--- src/rtl/i2c_slave_core.sv ---
// i2c_slave_core: I2C target with fixed address and auto-increment pointer.
// Bridges bus writes/reads to a byte-wide register port; open-drain SDA.
module i2c_slave_core #(
    parameter logic [6:0]  SLAVE_ADDR = 7'h42,
    parameter int unsigned AW         = 4
) (
    input  logic          clk,
    input  logic          rst,
    input  logic          scl_i,
    input  logic          sda_i,
    output logic          sda_o,
    output logic          wr_en,
    output logic [AW-1:0] wr_addr,
    output logic [7:0]    wr_data,
    output logic [AW-1:0] rd_addr,
    input  logic [7:0]    rd_data,
    output logic          busy,
    output logic          xfer_done
);

    typedef enum logic [2:0] {
        S_IDLE,
        S_ADDR,
        S_ADDR_ACK,
        S_WR_BYTE,
        S_WR_ACK,
        S_RD_BYTE,
        S_RD_ACK,
        S_IGNORE
    } state_t;

    logic          scl_s1_q, scl_s2_q, scl_h_q;
    logic          sda_s1_q, sda_s2_q, sda_h_q;
    logic [1:0]    arm_q;
    logic          armed;
    logic          rise_q, fall_q, start_q, stop_q;

    state_t        state_q, state_d;
    logic [2:0]    bitcnt_q, bitcnt_d;
    logic [7:0]    sh_q, sh_d;
    logic [AW-1:0] ptr_q, ptr_d;
    logic          sda_q, sda_d;
    logic          busy_q, busy_d;
    logic          first_q, first_d;
    logic          wr_en_q, wr_en_d;
    logic [AW-1:0] wr_addr_q, wr_addr_d;
    logic [7:0]    wr_data_q, wr_data_d;
    logic          done_q, done_d;
    logic [7:0]    byte_c;

    // Edges are suppressed until the history flops hold real pin values,
    // so the reset value of the synchronizer cannot fake a START.
    assign armed  = (arm_q == 2'd3);
    assign byte_c = {sh_q[6:0], sda_s2_q};

    // Synchronize pins and register SCL edges plus START/STOP conditions.
    always_ff @(posedge clk) begin
        if (rst) begin
            scl_s1_q <= 1'b1;
            scl_s2_q <= 1'b1;
            scl_h_q  <= 1'b1;
            sda_s1_q <= 1'b1;
            sda_s2_q <= 1'b1;
            sda_h_q  <= 1'b1;
            arm_q    <= 2'd0;
            rise_q   <= 1'b0;
            fall_q   <= 1'b0;
            start_q  <= 1'b0;
            stop_q   <= 1'b0;
        end else begin
            scl_s1_q <= scl_i;
            scl_s2_q <= scl_s1_q;
            scl_h_q  <= scl_s2_q;
            sda_s1_q <= sda_i;
            sda_s2_q <= sda_s1_q;
            sda_h_q  <= sda_s2_q;
            if (!armed) begin
                arm_q <= arm_q + 2'd1;
            end
            rise_q  <= armed & scl_s2_q & ~scl_h_q;
            fall_q  <= armed & ~scl_s2_q & scl_h_q;
            start_q <= armed & scl_s2_q & scl_h_q
                       & ~sda_s2_q & sda_h_q;
            stop_q  <= armed & scl_s2_q & sda_s2_q & ~sda_h_q;
        end
    end

    // Protocol state and datapath registers.
    always_ff @(posedge clk) begin
        if (rst) begin
            state_q   <= S_IDLE;
            bitcnt_q  <= 3'd0;
            sh_q      <= 8'd0;
            ptr_q     <= '0;
            sda_q     <= 1'b1;
            busy_q    <= 1'b0;
            first_q   <= 1'b0;
            wr_en_q   <= 1'b0;
            wr_addr_q <= '0;
            wr_data_q <= 8'd0;
            done_q    <= 1'b0;
        end else begin
            state_q   <= state_d;
            bitcnt_q  <= bitcnt_d;
            sh_q      <= sh_d;
            ptr_q     <= ptr_d;
            sda_q     <= sda_d;
            busy_q    <= busy_d;
            first_q   <= first_d;
            wr_en_q   <= wr_en_d;
            wr_addr_q <= wr_addr_d;
            wr_data_q <= wr_data_d;
            done_q    <= done_d;
        end
    end

    // Next-state logic; bus conditions override any SCL edge.
    always_comb begin
        state_d   = state_q;
        bitcnt_d  = bitcnt_q;
        sh_d      = sh_q;
        ptr_d     = ptr_q;
        sda_d     = sda_q;
        busy_d    = busy_q;
        first_d   = first_q;
        wr_en_d   = 1'b0;
        wr_addr_d = wr_addr_q;
        wr_data_d = wr_data_q;
        done_d    = 1'b0;
        if (start_q) begin
            state_d  = S_ADDR;
            bitcnt_d = 3'd0;
            sda_d    = 1'b1;
            busy_d   = 1'b0;
        end else if (stop_q) begin
            state_d  = S_IDLE;
            bitcnt_d = 3'd0;
            sda_d    = 1'b1;
            busy_d   = 1'b0;
            done_d   = busy_q;
        end else begin
            unique case (state_q)
                S_IDLE: begin
                end
                S_ADDR: begin
                    if (rise_q) begin
                        sh_d     = byte_c;
                        bitcnt_d = bitcnt_q + 3'd1;
                        if (bitcnt_q == 3'd7) begin
                            bitcnt_d = 3'd0;
                            if (byte_c[7:1] == SLAVE_ADDR &&
                                byte_c[7:1] != 7'd0) begin
                                state_d = S_ADDR_ACK;
                                busy_d  = 1'b1;
                            end else begin
                                state_d = S_IGNORE;
                            end
                        end
                    end
                end
                S_ADDR_ACK: begin
                    if (fall_q) begin
                        if (bitcnt_q == 3'd0) begin
                            sda_d    = 1'b0;
                            bitcnt_d = 3'd1;
                        end else if (sh_q[0]) begin
                            bitcnt_d = 3'd0;
                            sh_d     = rd_data;
                            sda_d    = rd_data[7];
                            ptr_d    = ptr_q + 1'b1;
                            state_d  = S_RD_BYTE;
                        end else begin
                            bitcnt_d = 3'd0;
                            sda_d    = 1'b1;
                            first_d  = 1'b1;
                            state_d  = S_WR_BYTE;
                        end
                    end
                end
                S_WR_BYTE: begin
                    if (rise_q) begin
                        sh_d     = byte_c;
                        bitcnt_d = bitcnt_q + 3'd1;
                        if (bitcnt_q == 3'd7) begin
                            bitcnt_d = 3'd0;
                            state_d  = S_WR_ACK;
                            if (first_q) begin
                                ptr_d   = byte_c[AW-1:0];
                                first_d = 1'b0;
                            end else begin
                                wr_en_d   = 1'b1;
                                wr_addr_d = ptr_q;
                                wr_data_d = byte_c;
                                ptr_d     = ptr_q + 1'b1;
                            end
                        end
                    end
                end
                S_WR_ACK: begin
                    if (fall_q) begin
                        if (bitcnt_q == 3'd0) begin
                            sda_d    = 1'b0;
                            bitcnt_d = 3'd1;
                        end else begin
                            sda_d    = 1'b1;
                            bitcnt_d = 3'd0;
                            state_d  = S_WR_BYTE;
                        end
                    end
                end
                S_RD_BYTE: begin
                    if (fall_q) begin
                        if (bitcnt_q == 3'd7) begin
                            sda_d    = 1'b1;
                            bitcnt_d = 3'd0;
                            state_d  = S_RD_ACK;
                        end else begin
                            sda_d    = sh_q[6];
                            sh_d     = {sh_q[6:0], 1'b0};
                            bitcnt_d = bitcnt_q + 3'd1;
                        end
                    end
                end
                S_RD_ACK: begin
                    if (rise_q && sda_s2_q) begin
                        sda_d   = 1'b1;
                        busy_d  = 1'b0;
                        state_d = S_IGNORE;
                    end else if (fall_q) begin
                        sh_d    = rd_data;
                        sda_d   = rd_data[7];
                        ptr_d   = ptr_q + 1'b1;
                        state_d = S_RD_BYTE;
                    end
                end
                S_IGNORE: begin
                    sda_d = 1'b1;
                end
            endcase
        end
    end

    assign sda_o     = sda_q;
    assign wr_en     = wr_en_q;
    assign wr_addr   = wr_addr_q;
    assign wr_data   = wr_data_q;
    assign rd_addr   = ptr_q;
    assign busy      = busy_q;
    assign xfer_done = done_q;

endmodule

--- config.mk ---
export PLATFORM = sky130hd
export DESIGN_NAME = i2c_slave_core
export DESIGN_NICKNAME = d
export VERILOG_FILES = /design/src/rtl/i2c_slave_core.sv
export SDC_FILE = /design/constraint.sdc
export NUM_CORES = 1
export LEC_CHECK = 0
export CAP_MARGIN = 15
export CORE_MARGIN = 3
export CORE_UTILIZATION = 32
export DETAILED_ROUTE_END_ITERATION = 10
export GPL_ROUTABILITY_DRIVEN = 1
export PLACE_DENSITY_LB_ADDON = 0.12
export SYNTH_ARGS = -nofsm -noshare
export SYNTH_HDL_FRONTEND = slang
export SYNTH_SLANG_ARGS = --single-unit
--- constraint.sdc ---
create_clock -name clk -period 2.5 [get_ports clk]
set_clock_uncertainty 0.2 [all_clocks]
set_input_delay 0.5 -clock clk [delete_from_list [all_inputs] [get_ports clk]]
set_output_delay 0.5 -clock clk [all_outputs]
set_load 0.02 [all_outputs]
Yosys cells after proc, flatten, opt, wreduce, memory -nomap -nowiden

Index checks and enable logic that the tools add are counted.

Add/sub/neg operators: 3
Reduce and logical (&&, ||, !) cells: 27
Muxes and demuxes: 63
Eq/ne operators: 41
Bitwise logic cells: 19

Operators with widths:

| operator                                      | count |
|---|---|
| two-way mux 7 bit                             | 8 |
| two-way mux 3 bit                             | 18 |
| != test 4 bit, second input constant          | 10 |
| != test 2 bit, second input constant          | 17 |
| two-way mux 4 bit                             | 8 |
| case mux 7 bit (4 select lines)               | 1 |
| AND reduction 12 bit                          | 2 |
| two-way mux 1 bit                             | 22 |
| AND reduction 10 bit                          | 2 |
| case mux 3 bit (6 select lines)               | 1 |
| == test 3 bit, second input constant          | 5 |
| case mux 4 bit (3 select lines)               | 1 |
| AND reduction 11 bit                          | 1 |
| NOT 1 bit                                     | 10 |
| AND reduction 5 bit                           | 2 |
| bitwise AND 1 bit                             | 9 |
| case mux 3 bit (3 select lines)               | 1 |
| AND reduction 8 bit                           | 1 |
| nonzero test 8 bit                            | 1 |
| == test 7 bit, second input constant          | 1 |
| nonzero test 7 bit                            | 1 |
| == test 3 x 2 -> 1 bit, second input constant | 2 |
| AND reduction 6 bit                           | 1 |
| nonzero test 3 bit                            | 2 |
| other kinds (20)                              | 26 |

Register bits: 46
Input port bits: 12
Word-level logic and storage cells: 177
Output and inout port bits: 20

Depth between registers and ports, before layout

Gate-level depths: netlist of run 1.

Depth in word-level cells: 8
Depth in mapped cells: 8
Mapped depth without buffers: 7

Worst setup path before layout of run 1

No wires, ideal clock.

Path kind: register to register
From: register bitcnt_q[0]
To: register sh_q[5]
Arrival: 1.979 ns
Clock period less this slack: 2.250 ns
Cell stages (with the launch flop): 9
Data required time: 2.229 ns
Buffers on the path: 1
Slack: 0.250 ns
Setup time: 0.071 ns
Cells stage by stage: dfxtp_1 > inv_1 > ha_1 > nand2b_1 > a211oi_2 > or4_4 > buf_6 > or3_1 > a21oi_1

Longest elaborated chain between the ends: 3
Elaborated cells between the ends (all ways): 5
Those cells by class: 3 x eq/ne; 2 x reduce/logical

Ends and longest elaborated chain:

| what                                                    | line     | RTL |
|---|---|---|
| from (decl)                                             | 39       | `logic [2:0] bitcnt_q, bitcnt_d;` |
| from (signal assigned)                                  | 104      | `bitcnt_q <= bitcnt_d;` |
| == test 3 bit / zero test 3 bit (equally long branches) | 213, 163 |  |
| != test 2 bit (no line)                                 | n/a      |  |
| AND reduction 11 bit (no line) *                        | n/a      |  |
| to (signal assigned)                                    | 93       | `sh_q <= 8'd0;` |
| to (signal assigned)                                    | 105      | `sh_q <= sh_d;` |
| to (decl)                                               | 40       | `logic [7:0] sh_q, sh_d;` |

Every way passes the cells marked *; elsewhere a longest branch is shown, timed or not.
A chain may end at the register's enable or synchronous reset.

Final worst setup path of run 1

Ends and elaborated chain as after synthesis.

==> qor.csv, run 1 <==
metric,value,unit
status,finished clean,
Final setup viols,0,
DIE AREA,0.00816,mm^2
Inserted Clock Buffers,5,
Rel. slew slack,57.7,%
data required time of the worst path,2.54,ns
clock power share,21.8,%
hold_sp,scl_s1_q,
placed cells,385,
layout cells sized above 1,11.1,%
hpwl dp,4050,um
worst skew pair latency,0.30,ns
Tcrit/Tclk final,92.3,%
Hold WC Path Type,reg -> reg,
Post-Synthesis Net Count,281,
DRT antenna net count,0,
fmax,0.433,GHz
Final Max Slew Viols,0,
Hold WS,0.213,ns
Avg Inst Size Synth,8.66,um^2
port buffer count,31,
Sequential Power Share,39.0,%
Worst Slack Setup Final,0.193,ns
P_int,0.00135,W
Period minus WS final,2.31,ns
CP Launch Point,bitcnt_q[0],
vias after detailed routing,2026,
Reg2Reg Setup Slack,0.19,ns
crit start category,register,
"Setup Fix Bufs, Post-CTS",0,
pre-CTS setup slack,0.168,ns
Non-Filler Instances,393,
leakage power,0.957,nW
Min-Delay Path Depth,1,
Total GRT Usage,14.4,%
Via density,5.16,
total gr overflow,0,
DR DRC count,0,
number of core rows,30,
P&R area growth vs syn,24.6,%
synth warn,0,
RSZ-0062 raised after global routing,no,
antenna violations before repair,0,
Detailed Route WL,5670,um
routability cong.,0.813,
WP data arrival,2.34,ns
H-tree levels,2,
Reg area,921,um^2
Critical Path End,sh_q[5],
library cells used by synthesis,54,
Worst-path clk slew,0.09,ns
Post-synth EDFFs,0,
Clock Path Buffers,2,
Core Footprint,0.00683,mm^2
worst-path fanout max,12,
WS Path Type,reg -> reg,
Comb pwr share,39.2,%
ys async rst share,0,%
clock tree sinks,46,
drt first pass iters,4,
routed length per instance,14.4,um
Resize count post-CTS,0,
P per Cell Area,782,mW/mm^2
Synth Cell Area,0.00228,mm^2
Post-CTS Hold Buffers,0,
"Seq/Total Area, Yosys",40.4,%
ant diodes,0,
# IOs,32,
footprint of the multi-input gates,0.00128,mm^2
Psw,0.000865,W
DIE WIDTH,90.4,um
Layout fillers,716,
Final TNS setup,0,ns
starting density of the core,33.3,%
CTS root buf,clkbuf_8,
DRT iter0 DRCs,171,
number of max-cap violations,0,
#FFs+latches synth,46,
Worst Max-Slew Pin Slew,0.626,ns
Register-to-Register Path Depth,7,
crit path capture type,register,
CTS tree,built,
number of global-route vias before repair,1875,
reg2reg end,sh_q[5],
"Hold Vio Cnt, Final",0,
synthesized instance count,263,
die span in y,90.4,um
switch share,39.0,%
Synth Flop Type,dfxtp_1,
VDD IR max,0.000413,V
largest net degree at the start of global routing,33,
first-pass GRT wire length,9580,um
final net count,314,
worst r2r src,bitcnt_q[0],
-- worst min path at each step --
stage                    end  slack (ns)
floorplan           scl_s2_q        0.19
global placement    scl_s2_q        0.19
detailed placement  scl_s2_q        0.19
CTS                 scl_s2_q        0.21
global route        scl_s2_q        0.24
finish              scl_s2_q        0.21
-- metrics by stage --
stage,instance area [um^2],total power (W),utilization (%)
final,2840,0.00222,41.5
after global routing,2840,0.00238,41.5
after CTS,2820,0.00221,41.3
after detailed placement,2730,0.00172,39.9
after global placement,2730,0.00172,39.9
after floorplan,2280,0.00151,-
-- area by class of cell --
class	count	share of cell area, %
clock buffers	6	2.91
clock inverters	2	0.441
inverters	7	0.926
multi-input cells	195	45.0
flip-flops and latches	46	32.5
well taps	96	4.23
repair buffers	41	14.0
-- sequential cells by signal, indices dropped and copies added, names as in the netlist, 2 cells and up --
register and flops:
arm_q 2, bitcnt_q 3, rd_addr 4, sh_q 7, state_q 3, wr_addr 4
wr_data 8
-- cell usage in the layout, fill, tap and decap left out, types with 7 or more instances in the layout --
| cell | count |
|---|---|
| clkdlybuf4s50_1 | 31 |
| nor2_1 | 27 |
| a21oi_1 | 24 |
| o21ai_0 | 15 |
| mux2i_1 | 14 |
| dfxtp_1 | 46 |
| buf_4 | 9 |
| nand2_1 | 16 |
| inv_1 | 7 |
-- cells by family (layout without fill, tap and decap cells) --
kind of cell    Yosys count  count (layout)  share of synthesized area [%]
fa+ha+maj                 7               7                           3.74
simple gates             98              98                           23.4
mux                      14              14                           6.15
compound gates           75              75                           21.3
buf+inv                  22              56                           4.62
flops                    46              46                           40.4
xor+xnor                  1               1                          0.385
-- cell usage after synthesis, types with 2 or more instances --
library cell	number	area share (%)
buf_6	2	0.99
nor3b_1	3	0.99
or2_2	6	1.6
a31oi_1	4	1.1
mux2i_1	14	6.2
a211o_1	2	0.77
nor3_1	5	1.1
or3_1	7	1.9
a311oi_1	2	0.77
dfxtp_1	46	40
or3b_2	2	0.77
nand2_1	16	2.6
nand3_1	3	0.66
ha_1	6	3.3
clkbuf_1	9	1.5
nand2b_1	7	1.9
o41ai_1	2	0.77
nor2b_1	4	1.1
a21oi_1	25	5.5
inv_1	7	1.2
o311ai_0	2	0.77
a22oi_1	6	2.0
buf_2	3	0.66
a211oi_1	3	0.99
nand4_1	3	0.82
nor2_1	27	4.5
and2_1	4	1.1
o21ai_0	16	3.5
or4_1	2	0.66
-- power by group through the flow --
stage                     Sequential [W]  Combinational [W]  Clock [W]
after floorplan                 0.000838           0.000675          0
after detailed placement        0.000882           0.000842          0
after global routing            0.000878           0.000966   0.000535
after CTS                       0.000865           0.000846   0.000499
after global placement          0.000883           0.000839          0
final                           0.000866           0.000870   0.000483
-- metal layers --
metal | wire length (um) | global-route usage [%]
met2 | 2650 | 22.2
met3 | 232 | 3.00
met4 | 48 | 4.08
met5 | 0 | 0
met1 | 2740 | 20.4
-- worst max-delay path, stage by stage, from the launching register on --
cell,delay (ns)
dfxtp_1,0.34
ha_1,0.22
ha_1,0.23
nand2b_1,0.16
a211oi_1,0.40
a21oi_2,0.17
or3_1,0.37
a21oi_1,0.15
Power figures use the tool's default switching activity.
==> inputs of run 2 (changes only) <==
--- a/config.mk
+++ b/config.mk
@@ -9,7 +9,6 @@
 export CORE_MARGIN = 3
 export CORE_UTILIZATION = 32
 export DETAILED_ROUTE_END_ITERATION = 10
-export GPL_ROUTABILITY_DRIVEN = 1
 export PLACE_DENSITY_LB_ADDON = 0.12
 export SYNTH_ARGS = -nofsm -noshare
 export SYNTH_HDL_FRONTEND = slang
==> results of run 2 <==
The final DEF is identical to that of run 1; final timing and power are the same.
